--- src/rtl/gcm_pkg.sv ---
// Shared GCM definitions: sequencer state encoding, datapath widths and the
// partial-block byte mask.
package gcm_pkg;

    localparam int BLK_W = 128;
    localparam int LEN_W = 64;

    // GCM reduction constant in the bit-reflected field representation.
    localparam logic [BLK_W-1:0] GF_R = {8'he1, 120'h0};

    typedef enum logic [2:0] {
        ST_IDLE     = 3'd0,
        ST_WAIT_BLK = 3'd1,
        ST_MUL      = 3'd2,
        ST_LEN_MUL  = 3'd3,
        ST_DONE     = 3'd4
    } gcm_state_e;

    // Keep the first nbytes bytes (byte 0 at the MSB end), zero the rest.
    function automatic logic [BLK_W-1:0] byte_mask(input logic [BLK_W-1:0] blk,
                                                   input logic [4:0]       nbytes);
        logic [BLK_W-1:0] m;
        m = '0;
        for (int i = 0; i < 16; i++) begin
            if (5'(i) < nbytes) m[BLK_W-1-8*i -: 8] = blk[BLK_W-1-8*i -: 8];
        end
        return m;
    endfunction

endpackage

--- src/rtl/ghash_seq_if.sv ---
// Producer/consumer bundle of the GHASH sequencer.
// Block handshake: blk_valid/blk_data/blk_type/blk_bytes are held by the master
// until a cycle where blk_valid && blk_ready; that cycle is the one transfer.
interface ghash_seq_if;
    import gcm_pkg::*;

    logic             start;
    logic [BLK_W-1:0] h_key;
    logic             blk_valid;
    logic             blk_ready;
    logic [BLK_W-1:0] blk_data;
    logic             blk_type;
    logic [4:0]       blk_bytes;
    logic             fin;
    logic             s_valid;
    logic [BLK_W-1:0] s_data;
    logic             busy;
    logic             err;

    modport master (
        output start, h_key, blk_valid, blk_data, blk_type, blk_bytes, fin,
        input  blk_ready, s_valid, s_data, busy, err
    );

    modport slave (
        input  start, h_key, blk_valid, blk_data, blk_type, blk_bytes, fin,
        output blk_ready, s_valid, s_data, busy, err
    );

endinterface

--- src/rtl/ghash.sv ---
// Bit-serial GF(2^128) multiplier: y_out = (data ^ y_prev) * H, one bit per clock.
// Loads on start, runs 128 shift/xor steps, then pulses done with y_out valid.
module ghash
    import gcm_pkg::*;
(
    input  logic             clk,
    input  logic             rst,
    input  logic             start_i,
    input  logic [BLK_W-1:0] data_i,
    input  logic [BLK_W-1:0] y_prev_i,
    input  logic [BLK_W-1:0] h_i,
    output logic             done_o,
    output logic [BLK_W-1:0] y_out_o
);

    logic [BLK_W-1:0] x_q, v_q, z_q;
    logic [7:0]       cnt_q;
    logic             run_q, done_q;

    always_ff @(posedge clk or posedge rst) begin
        if (rst) begin
            x_q    <= '0;
            v_q    <= '0;
            z_q    <= '0;
            cnt_q  <= '0;
            run_q  <= 1'b0;
            done_q <= 1'b0;
        end else begin
            done_q <= 1'b0;
            if (start_i) begin
                x_q   <= data_i ^ y_prev_i;
                v_q   <= h_i;
                z_q   <= '0;
                cnt_q <= '0;
                run_q <= 1'b1;
            end else if (run_q) begin
                // The extra step after the last bit gives a fixed, data-independent latency.
                if (cnt_q == 8'd128) begin
                    run_q  <= 1'b0;
                    done_q <= 1'b1;
                end else begin
                    if (x_q[BLK_W-1]) z_q <= z_q ^ v_q;
                    v_q   <= v_q[0] ? ((v_q >> 1) ^ GF_R) : (v_q >> 1);
                    x_q   <= x_q << 1;
                    cnt_q <= cnt_q + 8'd1;
                end
            end
        end
    end

    assign done_o  = done_q;
    assign y_out_o = z_q;

endmodule

--- src/rtl/ghash_seq.sv ---
// GHASH message sequencer: pads and hashes AAD/CT blocks through one serial
// multiplier, tracks bit lengths and finishes with the length block.
module ghash_seq
    import gcm_pkg::*;
(
    input  logic       clk,
    input  logic       rst,
    ghash_seq_if.slave gs,
    output gcm_state_e state_o
);

    gcm_state_e       state_q;
    logic [BLK_W-1:0] h_q, y_q, mult_x_q, s_data_q;
    logic [LEN_W-1:0] len_a_q, len_c_q;
    logic             seen_ct_q, err_q, s_valid_q, mult_start_q;

    logic             mult_done;
    logic [BLK_W-1:0] mult_y;
    logic             blk_ok;
    logic [LEN_W-1:0] len_inc;

    // A block is hashable only with 1..16 bytes and no AAD once CT has started.
    assign blk_ok  = (gs.blk_bytes != 5'd0) && (gs.blk_bytes <= 5'd16) &&
                     !(!gs.blk_type && seen_ct_q);
    assign len_inc = {{(LEN_W-8){1'b0}}, gs.blk_bytes, 3'b000};

    always_ff @(posedge clk or posedge rst) begin
        if (rst) begin
            state_q      <= ST_IDLE;
            h_q          <= '0;
            y_q          <= '0;
            mult_x_q     <= '0;
            s_data_q     <= '0;
            len_a_q      <= '0;
            len_c_q      <= '0;
            seen_ct_q    <= 1'b0;
            err_q        <= 1'b0;
            s_valid_q    <= 1'b0;
            mult_start_q <= 1'b0;
        end else begin
            s_valid_q    <= 1'b0;
            mult_start_q <= 1'b0;
            case (state_q)
                ST_IDLE, ST_DONE: begin
                    if (gs.start) begin
                        h_q       <= gs.h_key;
                        y_q       <= '0;
                        len_a_q   <= '0;
                        len_c_q   <= '0;
                        seen_ct_q <= 1'b0;
                        err_q     <= 1'b0;
                        state_q   <= ST_WAIT_BLK;
                    end
                end
                ST_WAIT_BLK: begin
                    // A block offered together with fin wins; fin must be re-pulsed.
                    if (gs.blk_valid) begin
                        if (blk_ok) begin
                            mult_x_q     <= byte_mask(gs.blk_data, gs.blk_bytes);
                            mult_start_q <= 1'b1;
                            state_q      <= ST_MUL;
                            if (gs.blk_type) begin
                                len_c_q   <= len_c_q + len_inc;
                                seen_ct_q <= 1'b1;
                            end else begin
                                len_a_q   <= len_a_q + len_inc;
                            end
                        end else begin
                            err_q <= 1'b1;
                        end
                    end else if (gs.fin) begin
                        mult_x_q     <= {len_a_q, len_c_q};
                        mult_start_q <= 1'b1;
                        state_q      <= ST_LEN_MUL;
                    end
                end
                ST_MUL: begin
                    if (mult_done) begin
                        y_q     <= mult_y;
                        state_q <= ST_WAIT_BLK;
                    end
                end
                ST_LEN_MUL: begin
                    if (mult_done) begin
                        y_q       <= mult_y;
                        s_data_q  <= mult_y;
                        s_valid_q <= 1'b1;
                        state_q   <= ST_DONE;
                    end
                end
                default: state_q <= ST_IDLE;
            endcase
        end
    end

    ghash u_ghash (
        .clk      (clk),
        .rst      (rst),
        .start_i  (mult_start_q),
        .data_i   (mult_x_q),
        .y_prev_i (y_q),
        .h_i      (h_q),
        .done_o   (mult_done),
        .y_out_o  (mult_y)
    );

    assign gs.blk_ready = (state_q == ST_WAIT_BLK);
    assign gs.s_valid   = s_valid_q;
    assign gs.s_data    = s_data_q;
    assign gs.err       = err_q;
    assign gs.busy      = (state_q == ST_WAIT_BLK) || (state_q == ST_MUL) ||
                          (state_q == ST_LEN_MUL) || s_valid_q;
    assign state_o      = state_q;

endmodule

--- src/flat_wrapper.sv ---
// flat-port wrapper written by rule: the top's interface ports become plain ports
module ghash_seq_flat import gcm_pkg::*;
  (clk, rst, state_o, gs_start, gs_h_key, gs_blk_valid, gs_blk_data, gs_blk_type, gs_blk_bytes, gs_fin, gs_blk_ready, gs_s_valid, gs_s_data, gs_busy, gs_err);
  ghash_seq_if gs_i ();
  input  logic clk;
  input  logic rst;
  output gcm_state_e state_o;
  input wire logic [$bits(gs_i.start)-1:0] gs_start;
  input wire logic [$bits(gs_i.h_key)-1:0] gs_h_key;
  input wire logic [$bits(gs_i.blk_valid)-1:0] gs_blk_valid;
  input wire logic [$bits(gs_i.blk_data)-1:0] gs_blk_data;
  input wire logic [$bits(gs_i.blk_type)-1:0] gs_blk_type;
  input wire logic [$bits(gs_i.blk_bytes)-1:0] gs_blk_bytes;
  input wire logic [$bits(gs_i.fin)-1:0] gs_fin;
  output wire logic [$bits(gs_i.blk_ready)-1:0] gs_blk_ready;
  output wire logic [$bits(gs_i.s_valid)-1:0] gs_s_valid;
  output wire logic [$bits(gs_i.s_data)-1:0] gs_s_data;
  output wire logic [$bits(gs_i.busy)-1:0] gs_busy;
  output wire logic [$bits(gs_i.err)-1:0] gs_err;
  assign gs_i.start = gs_start;
  assign gs_i.h_key = gs_h_key;
  assign gs_i.blk_valid = gs_blk_valid;
  assign gs_i.blk_data = gs_blk_data;
  assign gs_i.blk_type = gs_blk_type;
  assign gs_i.blk_bytes = gs_blk_bytes;
  assign gs_i.fin = gs_fin;
  assign gs_blk_ready = gs_i.blk_ready;
  assign gs_s_valid = gs_i.s_valid;
  assign gs_s_data = gs_i.s_data;
  assign gs_busy = gs_i.busy;
  assign gs_err = gs_i.err;
  ghash_seq u_core (.clk(clk), .rst(rst), .gs(gs_i), .state_o(state_o));
endmodule
--- config.mk ---
export PLATFORM = sky130hd
export DESIGN_NAME = ghash_seq_flat
export DESIGN_NICKNAME = d
export VERILOG_FILES = /design/src/rtl/gcm_pkg.sv /design/src/rtl/ghash_seq_if.sv /design/src/rtl/ghash.sv /design/src/rtl/ghash_seq.sv /design/src/flat_wrapper.sv
export SDC_FILE = /design/constraint.sdc
export NUM_CORES = 2
export LEC_CHECK = 0
export CAP_MARGIN = 25
export CORE_MARGIN = 2
export CORE_UTILIZATION = 30
export DETAILED_ROUTE_END_ITERATION = 7
export PLACE_DENSITY = 0.53
export SYNTH_ARGS = -nofsm -noshare
export SYNTH_HDL_FRONTEND = slang
export SYNTH_SLANG_ARGS = --single-unit
--- constraint.sdc ---
create_clock -name clk -period 79.3 [get_ports clk]
set_input_delay 15.86 -clock clk [delete_from_list [all_inputs] [get_ports clk]]
set_output_delay 15.86 -clock clk [all_outputs]
set_load 0.01 [all_outputs]
# ---- Word level (Yosys, flattened, before mapping)
# Cells that the tools add are included.
dict set report classes {
  add_sub_neg 3
  order_cmp 17
  n_eq_ne 18
  muxes 72
  bitwise 3
  reduce_logical 27
}
# cell count
set op_table {}
lappend op_table {{128-bit two-way mux} 16}
lappend op_table {{64-bit two-way mux} 7}
lappend op_table {{128-bit one-hot mux with 2 select lines} 1}
lappend op_table {{64-bit one-hot mux with 2 select lines} 2}
lappend op_table {{128-bit XOR} 2}
lappend op_table {{8-bit two-way mux} 19}
lappend op_table {{64-bit by 8-bit adder with 64-bit output} 2}
lappend op_table {{4-bit by 5-bit less-than comparator with 1-bit output (first input constant)} 8}
lappend op_table {{3-bit by 5-bit less-than comparator with 1-bit output (first input constant)} 4}
lappend op_table {{1-bit two-way mux} 18}
lappend op_table {{3-bit two-way mux} 6}
lappend op_table {{5-bit AND reduction} 3}
lappend op_table {{2-bit != test (second input constant)} 7}
lappend op_table {{3-bit one-hot mux with 4 select lines} 1}
lappend op_table {{1-bit by 5-bit less-than comparator with 1-bit output (first input constant)} 2}
lappend op_table {{2-bit by 5-bit less-than comparator with 1-bit output (first input constant)} 2}
lappend op_table {{2-bit nonzero test} 5}
lappend op_table {{3-bit AND reduction} 3}
lappend op_table {{8-bit by 1-bit adder with 8-bit output (second input constant)} 1}
lappend op_table {{8-bit == test (second input constant)} 1}
lappend op_table {{2-bit by 1-bit != test with 1-bit output (second input constant)} 4}
lappend op_table {{3-bit by 2-bit == test with 1-bit output (second input constant)} 2}
lappend op_table {{2-bit AND reduction} 3}
lappend op_table {{5-bit less-or-equal comparator (second input constant)} 1}
lappend op_table {{other kinds (13)} 20}
dict set report word_totals {
  ff_bits 1041
  in_bits 267
  output_inout_bits 135
}

# ---- Logic depth before layout (Yosys ltp)
dict set report logic_depth {
  word_depth 7
  depth_mapped 11
}

# ---- Modules after synthesis
# Synthesis repeated with hierarchy kept, for this count alone.
dict set report hier_totals {
  hier_cells 5704
  area_unflattened_um2 54822.6
}
# mod n_inst cells_per_inst area_per_inst_um2 seq_area_each_um2
set modules_own_cells {}
lappend modules_own_cells {ghash_seq 1 2907 27933.0 16040.4}
lappend modules_own_cells {ghash 1 2797 26889.5 9859.5}

# ---- Least setup slack after synthesis
# Ideal clock, no wire load.
dict set report synth_timing {
  kind {input -> register}
  startpoint {in gs_blk_bytes[3]}
  endpoint {reg u_core.len_a_q[48]}
  setup_ps 78
  arrival_time_ps 18013
  slack_ps 61209
  stages 8
  path_cell_list {clkbuf_1 -> o41a_1 -> a2111oi_2 -> o21ai_1 -> or2_1 -> clkbuf_1 -> or4_1 -> a21oi_1}
}
dict set report synth_via {
  elab_chain_cells 5
}
# element line_no
set synth_lines {}
lappend synth_lines {{from (decl)} flat_wrapper.sv:13} ;# input wire logic [$bits(gs_i.blk_bytes)-1:0] gs_blk_bytes;
lappend synth_lines {{64-bit by 8-bit adder with 64-bit output (tied with other cells)} ghash_seq.sv:66} ;# len_a_q <= len_a_q + len_inc;
lappend synth_lines {{64-bit two-way mux or 1-bit logical AND (tied branches)} {ghash_seq.sv:62, ghash_seq.sv:23}}
lappend synth_lines {{64-bit two-way mux or 1-bit logical AND (tied branches)} {ghash_seq.sv:58, ghash_seq.sv:23}}
lappend synth_lines {{64-bit two-way mux or 2-bit by 1-bit != test with 1-bit output (tied branches)} -}
lappend synth_lines {{64-bit one-hot mux with 2 select lines or 5-bit AND reduction (tied branches)} -}
lappend synth_lines {{to (signal assigned)} ghash_seq.sv:66}
lappend synth_lines {{to (decl)} ghash_seq.sv:14} ;# logic [LEN_W-1:0] len_a_q, len_c_q;
# Several ways; a longest one is shown, not always the timed one. The select of a mux whose other input is x is not followed.
# A chain may end at the register's enable or synchronous reset.

==> metrics.md <==
| Metric | Value |
|---|---|
| Slew Viols, Final | 0 |
| Sequential area share after synthesis | 56.3% |
| Syn avg cell area | 9.84 µm² |
| Crit path max fanout | 165 |
| Global-route wire length before repair | 195000 µm |
| Final layout net count | 5242 |
| Gr busiest metal | met2 |
| Yosys warnings | 0 |
| Overall Global Routing Usage | 15.6% |
| Total wire length | 122000 µm |
| Max Fclk | 51.3 MHz |
| Layout cell share with drive strength beyond 1 | 8.02% |
| Ys flop type | dfrtp_1 |
| DR vias/cell | 4.60 |
| Reg power frac | 47.8% |
| HP Class | reg -> reg |
| Layout area overhead | 21.8% |
| Pwr dens | 20.1 nW/µm² |
| Routability cong. | 0.779 |
| Routed len/inst | 17.2 µm |
| Sw frac | 22.8% |
| Final Skew | 0.0205 ns |
| Leak Pwr | 24.7 nW |
| Period utilization | 24.6% |
| Synth Area in XOR/XNOR | 6.62% |
| Die ar. | 157000 µm² |
| Grt met2 use | 24.0% |
| Number of nets still failing antenna checks after routing | 0 |
| Final hold vios | 0 |
| Slew of the pin with the lowest slew margin | 1.28 ns |
| Mux contribution to synthesized area | 8.83% |
| Crit-path most repeated cell | buf_4 |
| Vias in the first global route | 32772 |
| VDD IR max | 0.0162 mV |
| EDFF count, synth | 0 |
| Combinational share of power | 3.8% |
| TritonCTS buffer count | 117 |
| Final setup fails | 0 |
| # port buffers | 401 |
| Area of the core | 152000 µm² |
| Cell area after synthesis | 46000 µm² |
| Clock Sinks | 1035 |
| Min Tclk post-route | 19.48 ns |
| Synth Area in Compound Gates | 8.53% |
| PostCTS Resize Cnt | 0 |
| Crit-path slowest cell | buf_4 |
| Synth Area in Adders | 0.413% |
| Slew headroom | 14.7% |
| Synth cell types | 57 |
| CTS root buf | clkbuf_16 |
| Reg2Reg Depth | 7 |
| H-tree depth | 3 |
| Simple-Gate Fraction of Synth Area | 16.7% |
| Register-to-Register Setup Slack | 75.41 ns |
| CP required | 80.06 ns |
| Critical path class | in -> async |
| Clock Power Share | 48.4% |
| Largest family of logic cells by synthesized area | simple AND/OR/NAND/NOR gates |
| Internal power | 872 µW |
| Hold depth | 2 |
| Starting Density | 30.3% |
| DIE HEIGHT | 396 µm |
| TritonCTS clock tree | built |
| CTS Hold Bufs | 0 |
| CP cell instances | clkdlybuf4s50_1 -> inv_8 -> buf_12 -> buf_4 -> buf_4 -> buf_4 |
| DRC | 0 |
| Status | finished, final reports clean |
| Longest Clk Path Bufs | 3 |
| Via count | 32619 |
| Io pins | 402 |
| RSZ-0062 raised after global routing | no |
| Post-DP HPWL | 81800 µm |
| Fill count | 15286 |
| DR iter-0 viols | 1620 |
| Fraction of registers with async set/reset | 100% |
| M3 GR Usage | 2.79% |
| Crit-path max cell delay | 0.80 ns |
| Drt pass-1 iters | 5 |
| Psw | 257 µW |
| CP startpoint kind | input port |
| Cells after Synth | 4678 |
| CP endpoint kind | asynchronous set/reset pin |
| Arrival time at the worst endpoint | 20.24 ns |
| Clk_lat worst skew | 0.75 ns |
| Largest net degree at the start of global routing | 176 |
| Final core utilization | 36.9% |
| GR met1 Demand/Resource | 22.4% |
| Number of max-cap violations | 0 |
| Num rows | 143 |
| Clock-pin slew on the worst setup and hold paths | 0.06 ns |
| Synthesized Nets | 4959 |
| Yosys reg bits | 1035 |
| Remaining Overflow, GRT | 0 |
| Die Wd | 396 µm |
| Initial antenna violation count | 20 |
| # Post-CTS Setup Buffers | 0 |
| Total Neg Setup Slack | 0 ns |
## cells in the final DEF (no fill, tap or decap), types with 85 or more instances in the layout
cell | synthesis | layout
mux2i_1 | 262 | 262
clkbuf_16 | 0 | 117
clkdlybuf4s50_1 | 0 | 400
o21ai_0 | 534 | 534
nand2_1 | 1247 | 1247
xor2_1 | 263 | 263
nor2_1 | 243 | 243
nor2b_1 | 111 | 110
mux2_2 | 128 | 128
dfrtp_1 | 1035 | 1034
a21oi_1 | 138 | 136
xnor2_1 | 85 | 85
## final timing paths
path	startpoint	endpoint
max	rst	u_core.h_q[45]
min	u_core.h_q[72]	u_core.u_ghash.v_q[72]
max reg2reg	u_core.state_o[1]	u_core.mult_x_q[86]
min reg2reg	u_core.h_q[72]	u_core.u_ghash.v_q[72]
max in group clk	gs_blk_bytes[2]	u_core.mult_x_q[86]
min in group asynchronous	rst	u_core.h_q[110]
## synthesized netlist by cell type (3+ instances only)
cell type / n / area (µm²)
a21boi_0: 4 / 30.0
buf_1: 32 / 120
nand2_1: 1247 / 4680
ha_1: 12 / 150
nor4_1: 37 / 231
a2bb2oi_1: 17 / 149
inv_1: 30 / 113
o21ai_1: 4 / 20.0
nor2_1: 243 / 912
o21ai_0: 534 / 2670
a21oi_1: 138 / 691
a21o_1: 4 / 30.0
clkbuf_1: 255 / 957
nor3_1: 45 / 225
o31ai_1: 6 / 45.0
mux2i_1: 262 / 2620
a31o_2: 7 / 61.3
buf_2: 3 / 15.0
xnor2_1: 85 / 744
nor2b_1: 111 / 694
and2_1: 4 / 25.0
and4_1: 6 / 52.6
mux2_2: 128 / 1440
dfrtp_1: 1035 / 25900
nor4_2: 3 / 37.5
a211oi_1: 5 / 37.5
nor4b_1: 7 / 61.3
nand2b_1: 14 / 87.6
nand4_1: 25 / 156
or4_1: 3 / 22.5
xor2_1: 263 / 2300
o21a_1: 4 / 30.0
and3_1: 15 / 93.8
nand3_1: 41 / 205
or3_1: 19 / 119
## kinds of logic after synthesis
family / after synthesis
multiplexers: 390
XOR/XNOR: 348
flip-flops: 1035
buffers and inverters: 321
adder cells (fa/ha/maj): 14
AND/OR/NAND/NOR: 1829
AO/OA/AOI/OAI: 741
## stage by stage
step | hold slack [ns] | area, µm² | power (mW) | instances | worst slack (ns)
6_report | 0.472 | 56100 | 1.13 | 7091 | 59.82
4_1_cts | 0.477 | 56000 | 1.15 | 7086 | 59.60
3_3_place_gp | 0.461 | 52000 | 0.593 | 6867 | 58.71
5_1_grt | 0.498 | 56100 | 1.18 | 7090 | 59.11
3_5_place_dp | 0.462 | 52100 | 0.594 | 6868 | 58.75
2_1_floorplan | 0.446 | 46000 | 0.569 | 4678 | 34.31
## power by group through the flow
| stage | logic (mW) | clock network, mW | registers, mW |
|---|---|---|---|
| 2_1_floorplan | 0.0202 | 0 | 0.549 |
| 3_5_place_dp | 0.0443 | 0 | 0.549 |
| 6_report | 0.0430 | 0.546 | 0.540 |
| 3_3_place_gp | 0.0440 | 0 | 0.549 |
| 4_1_cts | 0.0445 | 0.565 | 0.540 |
| 5_1_grt | 0.0489 | 0.586 | 0.541 |
## final cells by class
type	instances	area, µm²	share of cell area (%)
Inverter	30	120	0.214
Tap cell	2030	2540	4.53
Clock buffer	175	3470	6.18
Clock inverter	43	427	0.761
Timing Repair Buffer	455	4570	8.15
Sequential cell	1035	25900	46.2
Multi-Input combinational cell	3322	19000	34.0
Antenna cell	1	2.50	0.00446
## flip-flops by register name (all words and copies together), names as in the netlist
register,count
u_core.gs.s_data,128
u_core.h_q,128
u_core.mult_x_q,128
u_core.u_ghash.v_q,128
u_core.u_ghash.x_q,128
u_core.u_ghash.y_out_o,128
u_core.y_q,128
u_core.len_a_q,61
u_core.len_c_q,61
u_core.u_ghash.cnt_q,8
u_core.state_o,3
u_core.gs.err,1
u_core.gs.s_valid,1
u_core.mult_start_q,1
u_core.seen_ct_q,1
u_core.u_ghash.done_o,1
u_core.u_ghash.run_q,1
## critical path, delay by kind of cell
family,cells,cell delay (ns)
buf+inv,6,4.06
## layer usage
metal  routed length (µm)  vias up  part of all wire, %
li1                     -    16070                    -
met5                  199        -                 0.16
met4                 2370       32                  1.9
met1                59800    15853                   49
met2                54700      511                   45
met3                 4960      153                  4.1
(Power assumes the default switching activity.)
